**src/rtl/alu_sequencer.sv**
```systemverilog
// alu_sequencer: multi-cycle fetch/decode/execute control FSM for Simple_CPU.
// Optional single-step mode: define SINGLE_STEP_EN to add the Step input and PAUSE state.
module alu_sequencer #(
    parameter int PC_WIDTH            = 8,
    parameter int WIDTH_DATA_LENGTH   = 8,
    parameter int WIDTH_ALUSEL_LENGTH = 4
) (
    input  logic                           Clk,
    input  logic                           Reset_n,
`ifdef SINGLE_STEP_EN
    input  logic                           Step,
`endif
    input  logic [WIDTH_DATA_LENGTH-1:0]   InstrData,
    input  logic                           InstrAck,
    input  logic                           CF,
    input  logic                           ZF,
    output logic [PC_WIDTH-1:0]            PC,
    output logic                           InstrReq,
    output logic [1:0]                     RdAddr,
    output logic [1:0]                     RsAddr,
    output logic                           RegWrite,
    output logic                           ImmSel,
    output logic [WIDTH_DATA_LENGTH-1:0]   Imm,
    output logic [WIDTH_ALUSEL_LENGTH-1:0] ALUSel,
    output logic                           WriteCZ,
    output logic                           Halted
);

    typedef enum logic [2:0] {
        S_FETCH,
        S_DECODE,
        S_EXEC,
        S_FETCH_IMM,
        S_LOAD_IMM,
`ifdef SINGLE_STEP_EN
        S_PAUSE,
`endif
        S_HALT
    } state_t;

`ifdef SINGLE_STEP_EN
    localparam state_t S_NEXT = S_PAUSE;
`else
    localparam state_t S_NEXT = S_FETCH;
`endif

    localparam logic [3:0] OP_NOP = 4'h0;
    localparam logic [3:0] OP_MOV = 4'h1;
    localparam logic [3:0] OP_SHL = 4'h9;
    localparam logic [3:0] OP_LDI = 4'hA;
    localparam logic [3:0] OP_HLT = 4'hB;
    localparam logic [3:0] OP_JMP = 4'hC;
    localparam logic [3:0] OP_JZ  = 4'hD;
    localparam logic [3:0] OP_JC  = 4'hE;
    localparam logic [3:0] OP_RSV = 4'hF;

    state_t                         r_state;
    logic [PC_WIDTH-1:0]            r_pc;
    logic [WIDTH_DATA_LENGTH-1:0]   r_ir;
    logic [WIDTH_DATA_LENGTH-1:0]   r_imm;
    logic                           r_run;

    state_t                         w_next_state;
    logic [PC_WIDTH-1:0]            w_next_pc;
    logic [WIDTH_DATA_LENGTH-1:0]   w_next_ir;
    logic [WIDTH_DATA_LENGTH-1:0]   w_next_imm;
    logic [3:0]                     w_op;
    logic [PC_WIDTH-1:0]            w_pc_inc;
    logic [PC_WIDTH-1:0]            w_target;
    logic                           w_is_nop;
    logic                           w_is_alu;
    logic                           w_is_imm;
    logic                           w_is_halt;
    logic                           w_taken;
    logic                           w_req;
    logic                           w_regwrite;
    logic                           w_immsel;
    logic [WIDTH_ALUSEL_LENGTH-1:0] w_alusel;
    logic                           w_writecz;
    logic                           w_halted;

    assign w_op      = r_ir[7:4];
    assign w_pc_inc  = r_pc + PC_WIDTH'(1);
    assign w_target  = PC_WIDTH'(InstrData);
    assign w_is_nop  = (w_op == OP_NOP);
    assign w_is_alu  = (w_op >= OP_MOV) && (w_op <= OP_SHL);
    assign w_is_imm  = (w_op == OP_LDI) || (w_op == OP_JMP) ||
                       (w_op == OP_JZ)  || (w_op == OP_JC);
    assign w_is_halt = (w_op == OP_HLT) || (w_op == OP_RSV);
    assign w_taken   = (w_op == OP_JMP) ||
                       ((w_op == OP_JZ) && ZF) ||
                       ((w_op == OP_JC) && CF);

    // Hold the fetch request off until the first clock after reset release.
    always_ff @(posedge Clk or negedge Reset_n) begin
        if (!Reset_n) begin
            r_run <= 1'b0;
        end else begin
            r_run <= 1'b1;
        end
    end

    // State, PC, instruction and immediate registers.
    always_ff @(posedge Clk or negedge Reset_n) begin
        if (!Reset_n) begin
            r_state <= S_NEXT;
            r_pc    <= '0;
            r_ir    <= '0;
            r_imm   <= '0;
        end else begin
            r_state <= w_next_state;
            r_pc    <= w_next_pc;
            r_ir    <= w_next_ir;
            r_imm   <= w_next_imm;
        end
    end

    // Next-state, register updates and control outputs from registered state.
    always_comb begin
        w_next_state = r_state;
        w_next_pc    = r_pc;
        w_next_ir    = r_ir;
        w_next_imm   = r_imm;
        w_req        = 1'b0;
        w_regwrite   = 1'b0;
        w_immsel     = 1'b0;
        w_alusel     = '0;
        w_writecz    = 1'b0;
        w_halted     = 1'b0;
        case (r_state)
            S_FETCH: begin
                w_req = r_run;
                if (r_run && InstrAck) begin
                    w_next_ir    = InstrData;
                    w_next_pc    = w_pc_inc;
                    w_next_state = S_DECODE;
                end
            end
            S_DECODE: begin
                unique case (1'b1)
                    w_is_nop:  w_next_state = S_NEXT;
                    w_is_alu:  w_next_state = S_EXEC;
                    w_is_imm:  w_next_state = S_FETCH_IMM;
                    w_is_halt: w_next_state = S_HALT;
                endcase
            end
            S_EXEC: begin
                w_alusel     = WIDTH_ALUSEL_LENGTH'(w_op);
                w_regwrite   = 1'b1;
                w_writecz    = (w_op != OP_MOV);
                w_next_state = S_NEXT;
            end
            S_FETCH_IMM: begin
                w_req = r_run;
                if (r_run && InstrAck) begin
                    w_next_imm = InstrData;
                    if (w_op == OP_LDI) begin
                        w_next_pc    = w_pc_inc;
                        w_next_state = S_LOAD_IMM;
                    end else begin
                        w_next_pc    = w_taken ? w_target : w_pc_inc;
                        w_next_state = S_NEXT;
                    end
                end
            end
            S_LOAD_IMM: begin
                w_regwrite   = 1'b1;
                w_immsel     = 1'b1;
                w_next_state = S_NEXT;
            end
`ifdef SINGLE_STEP_EN
            S_PAUSE: begin
                if (Step) begin
                    w_next_state = S_FETCH;
                end
            end
`endif
            S_HALT: begin
                w_halted = 1'b1;
            end
            default: begin
                w_next_state = S_NEXT;
            end
        endcase
    end

    assign PC       = r_pc;
    assign InstrReq = w_req;
    assign RdAddr   = r_ir[3:2];
    assign RsAddr   = r_ir[1:0];
    assign Imm      = r_imm;
    assign RegWrite = w_regwrite;
    assign ImmSel   = w_immsel;
    assign ALUSel   = w_alusel;
    assign WriteCZ  = w_writecz;
    assign Halted   = w_halted;

endmodule

```
**config.mk**
```make
export PLATFORM = sky130hd
export DESIGN_NAME = alu_sequencer
export DESIGN_NICKNAME = d
export VERILOG_FILES = /design/src/rtl/alu_sequencer.sv
export SDC_FILE = /design/constraint.sdc
export NUM_CORES = 1
export LEC_CHECK = 0
export CAP_MARGIN = 20
export CORE_MARGIN = 1
export CORE_UTILIZATION = 50
export CTS_BUF_LIST = sky130_fd_sc_hd__clkbuf_4 sky130_fd_sc_hd__clkbuf_8 sky130_fd_sc_hd__clkbuf_16
export DETAILED_ROUTE_END_ITERATION = 16
export DONT_BUFFER_PORTS = 1
export PLACE_DENSITY = 0.75
export SYNTH_ARGS = -nofsm -noshare
export SYNTH_HDL_FRONTEND = slang
export SYNTH_SLANG_ARGS = --single-unit
```
**constraint.sdc**
```tcl
create_clock -name Clk -period 1.6 [get_ports Clk]
set_clock_uncertainty 0.1 [all_clocks]
set_input_delay 0.32 -clock Clk [delete_from_list [all_inputs] [get_ports Clk]]
set_output_delay 0.32 -clock Clk [all_outputs]
set_load 0.05 [all_outputs]
```
==> impl_metrics.json <==
{
  "most-common-layout-cells": "26 x buf_4, 24 x dfrtp_1, 16 x mux2_2",
  "rsz0062_at_grt": "yes",
  "synth_top_cell_area_share": 0.4714,
  "yosys.area.top_type": "dfrtp_1",
  "drc_errors": 0,
  "synth_seq_cells": 28,
  "grt-ovfl-total": 0,
  "dr.pass1.iters": 4,
  "post-route-min-period_ns": 1.993,
  "ys_warn_count": 0,
  "max_cap_violations": 0,
  "fin_cells": 209,
  "final_nets": 193,
  "hold_viol": 0,
  "path_clk_slew_ns": 0.15,
  "grt_pass1_wl_mm": 5.865,
  "via_per_inst": 5.923,
  "synth_area_leaders": "dfrtp_1 47%, mux2_2 12%, mux2i_1 4.7%, a2bb2oi_1 2.9%, nand2_1 2.8%",
  "cts.sinks": 28,
  "synth_seq_area_share": 0.4714,
  "endpoint_kind": "primary output",
  "final_common_cell": "buf_4",
  "crit_type": "reg -> out",
  "hold_path_class": "in -> reg",
  "power_leakage_nw": 0.9735,
  "rows": 19,
  "pwr_density_cell_nw_per_um2": 2024,
  "yosysUniqueCellTypes": 37,
  "async_flop_share": 1.000,
  "peakVddDrop_v": 0.001612,
  "vias": 1238,
  "dp.final_hpwl_mm": 2.613,
  "dp_worst_setup_slack_ns": -0.1150,
  "cp_max_fo": 3,
  "cts_made_buffers": 3,
  "syn_nets": 152,
  "grt_max_degree": 29,
  "violations": "setup timing",
  "max_clock_freq_mhz": 501.6,
  "drtAntennaViolNets": 0,
  "die-area_um2": 3195,
  "syn_to_final_growth_pct": 44.11,
  "antennaDiodeCount": 0,
  "clk_latency_ns": 0.34,
  "synth-edff-count": 0,
  "fin_crit_sh": 1.246,
  "fin_setup_tns_ns": -4.767,
  "ys.flop_type": "dfrtp_1",
  "worst_slack_ns": -0.3934,
  "routed_wl_mm": 3.983,
  "status": "complete, but fails checks",
  "cts_root_buffer": "clkbuf_4",
  "place_inst": 194,
  "core_area_um2": 2781,
  "drv_slew": 0,
  "ios": 42,
  "critical_path_arrival_ns": 1.57,
  "multi_input_area_um2": 847.1,
  "fillCellCount": 156,
  "stdcell_area_um2": 2142,
  "clockBufferDepth": 2,
  "avgSynthCellArea_um2": 10.77,
  "initial_core_util": 0.5344,
  "wl_per_cell_um": 19.06,
  "start_kind": "register",
  "grt_pass1_vias": 1208,
  "crit_required_ns": 1.18,
  "grt_antenna_before_repair": 0,
  "cts_max_level": 1,
  "drtIter0Drc": 37,
  "dieWidth_um": 56.53,
  "seq_area_um2": 705.7,
  "place.port_buffers": 0,
  "tritoncts": "done",
  "synth_area_um2": 1486,
  "gp_congestion": 0.8028,
  "placed_cell_area_um2": 1854,
  "postSynthCellCount": 138,
  "die_h_um": 56.53,
  "grt_use_total": 0.2398,
  "setup_violations": 25,
  "drive_gt1_frac": 0.5506
}
==> power by group <==
group | internal, mW | leakage [nW] | switching, mW | total, mW
sequential | 0.999 | 0.352 | 0.775 | 1.77
clock | 0.140 | 0.0210 | 0.216 | 0.356
combinational | 1.00 | 0.600 | 1.20 | 2.21
==> critical path, cell delays in order (launching register included) <==
cell and delay, ns:
dfrtp_1 0.46, xor2_1 0.22, buf_4 0.18, nor3b_4 0.20, buf_12 0.16
==> final cells by class <==
| class | instances | share of cell area |
|---|---|---|
| inverters | 5 | 0.008762 |
| multi-input cells | 95 | 0.3954 |
| flip-flops and latches | 28 | 0.3294 |
| well taps | 31 | 0.01811 |
| repair buffers | 46 | 0.2313 |
| clock buffers | 4 | 0.01694 |
==> repair_timing <==
action                                  4_1_cts  5_1_grt
hold endpoints to repair                     28        2
endpoints found under the setup margin       25       32
cloned                                        0        1
setup buffers                                 4        2
gates resized for setup                      19       12
hold buffers                                  2        2
pin swaps                                     2        3
==> synthesized netlist by cell type, types with 2 or more instances <==
| master | instances |
|---|---|
| a21oi_1 | 8 |
| inv_1 | 4 |
| nor3b_1 | 3 |
| nand3_1 | 4 |
| nor3_1 | 2 |
| o21ai_0 | 3 |
| buf_4 | 4 |
| nor2b_1 | 2 |
| and3_1 | 6 |
| a2bb2oi_1 | 5 |
| nand4_1 | 2 |
| buf_2 | 4 |
| nor2_1 | 6 |
| or2_2 | 3 |
| nand2_1 | 11 |
| a31oi_1 | 2 |
| mux2_2 | 16 |
| dfrtp_1 | 28 |
| mux2i_1 | 7 |
==> worst paths after layout <==
path | start | end | slack (ns) | cells past startpoint
min | InstrData[6] | r_ir[6] | 0.01 | 1
max | r_state[0] | InstrReq | -0.39 | 4
min in group asynchronous | Reset_n | PC[4] | 0.29 | 2
min reg2reg | PC[1] | PC[1] | 0.51 | 2
max reg2reg | r_state[0] | Imm[2] | -0.18 | 6
max in group asynchronous | Reset_n | PC[2] | 0.95 | 2
==> flip-flops by register name (all words and copies together), names as in the netlist <==
| register | cells |
|---|---|
| Imm | 8 |
| r_state | 3 |
| PC | 8 |
| r_ir | 8 |
| r_run | 1 |
==> metal layers <==
metal  routed length (um)  vias up  share of wire  track usage
met1                 1748      630           0.44       0.3191
li1                     -      575              -            -
met3                  151        6          0.038      0.05300
met5                    0        -              0            0
met2                 2030       27           0.51       0.3832
met4                   51        0          0.013      0.09059
==> logic make-up after synthesis <==
kind of cell / synth area share
AOI/OAI and AO/OA: 0.1128
xor gates and xnor gates: 0.005893
adders and majority gates: 0.008416
buffers and inverters: 0.05639
DFF: 0.4714
muxes: 0.1684
other: 0.002523
and+or+nand+nor: 0.1743
==> per-stage QoR <==
step / hold WS, ns / power [mW] / util
floorplan: -0.07559 / 3.072 / -
global placement: -0.07489 / 3.625 / 0.6667
detailed placement: -0.07496 / 3.707 / 0.6667
CTS: 0.01046 / 4.191 / 0.7332
global route: 0.0009248 / 4.506 / 0.7701
finish: 0.01439 / 4.335 / 0.7701
(Power assumes the default switching activity.)
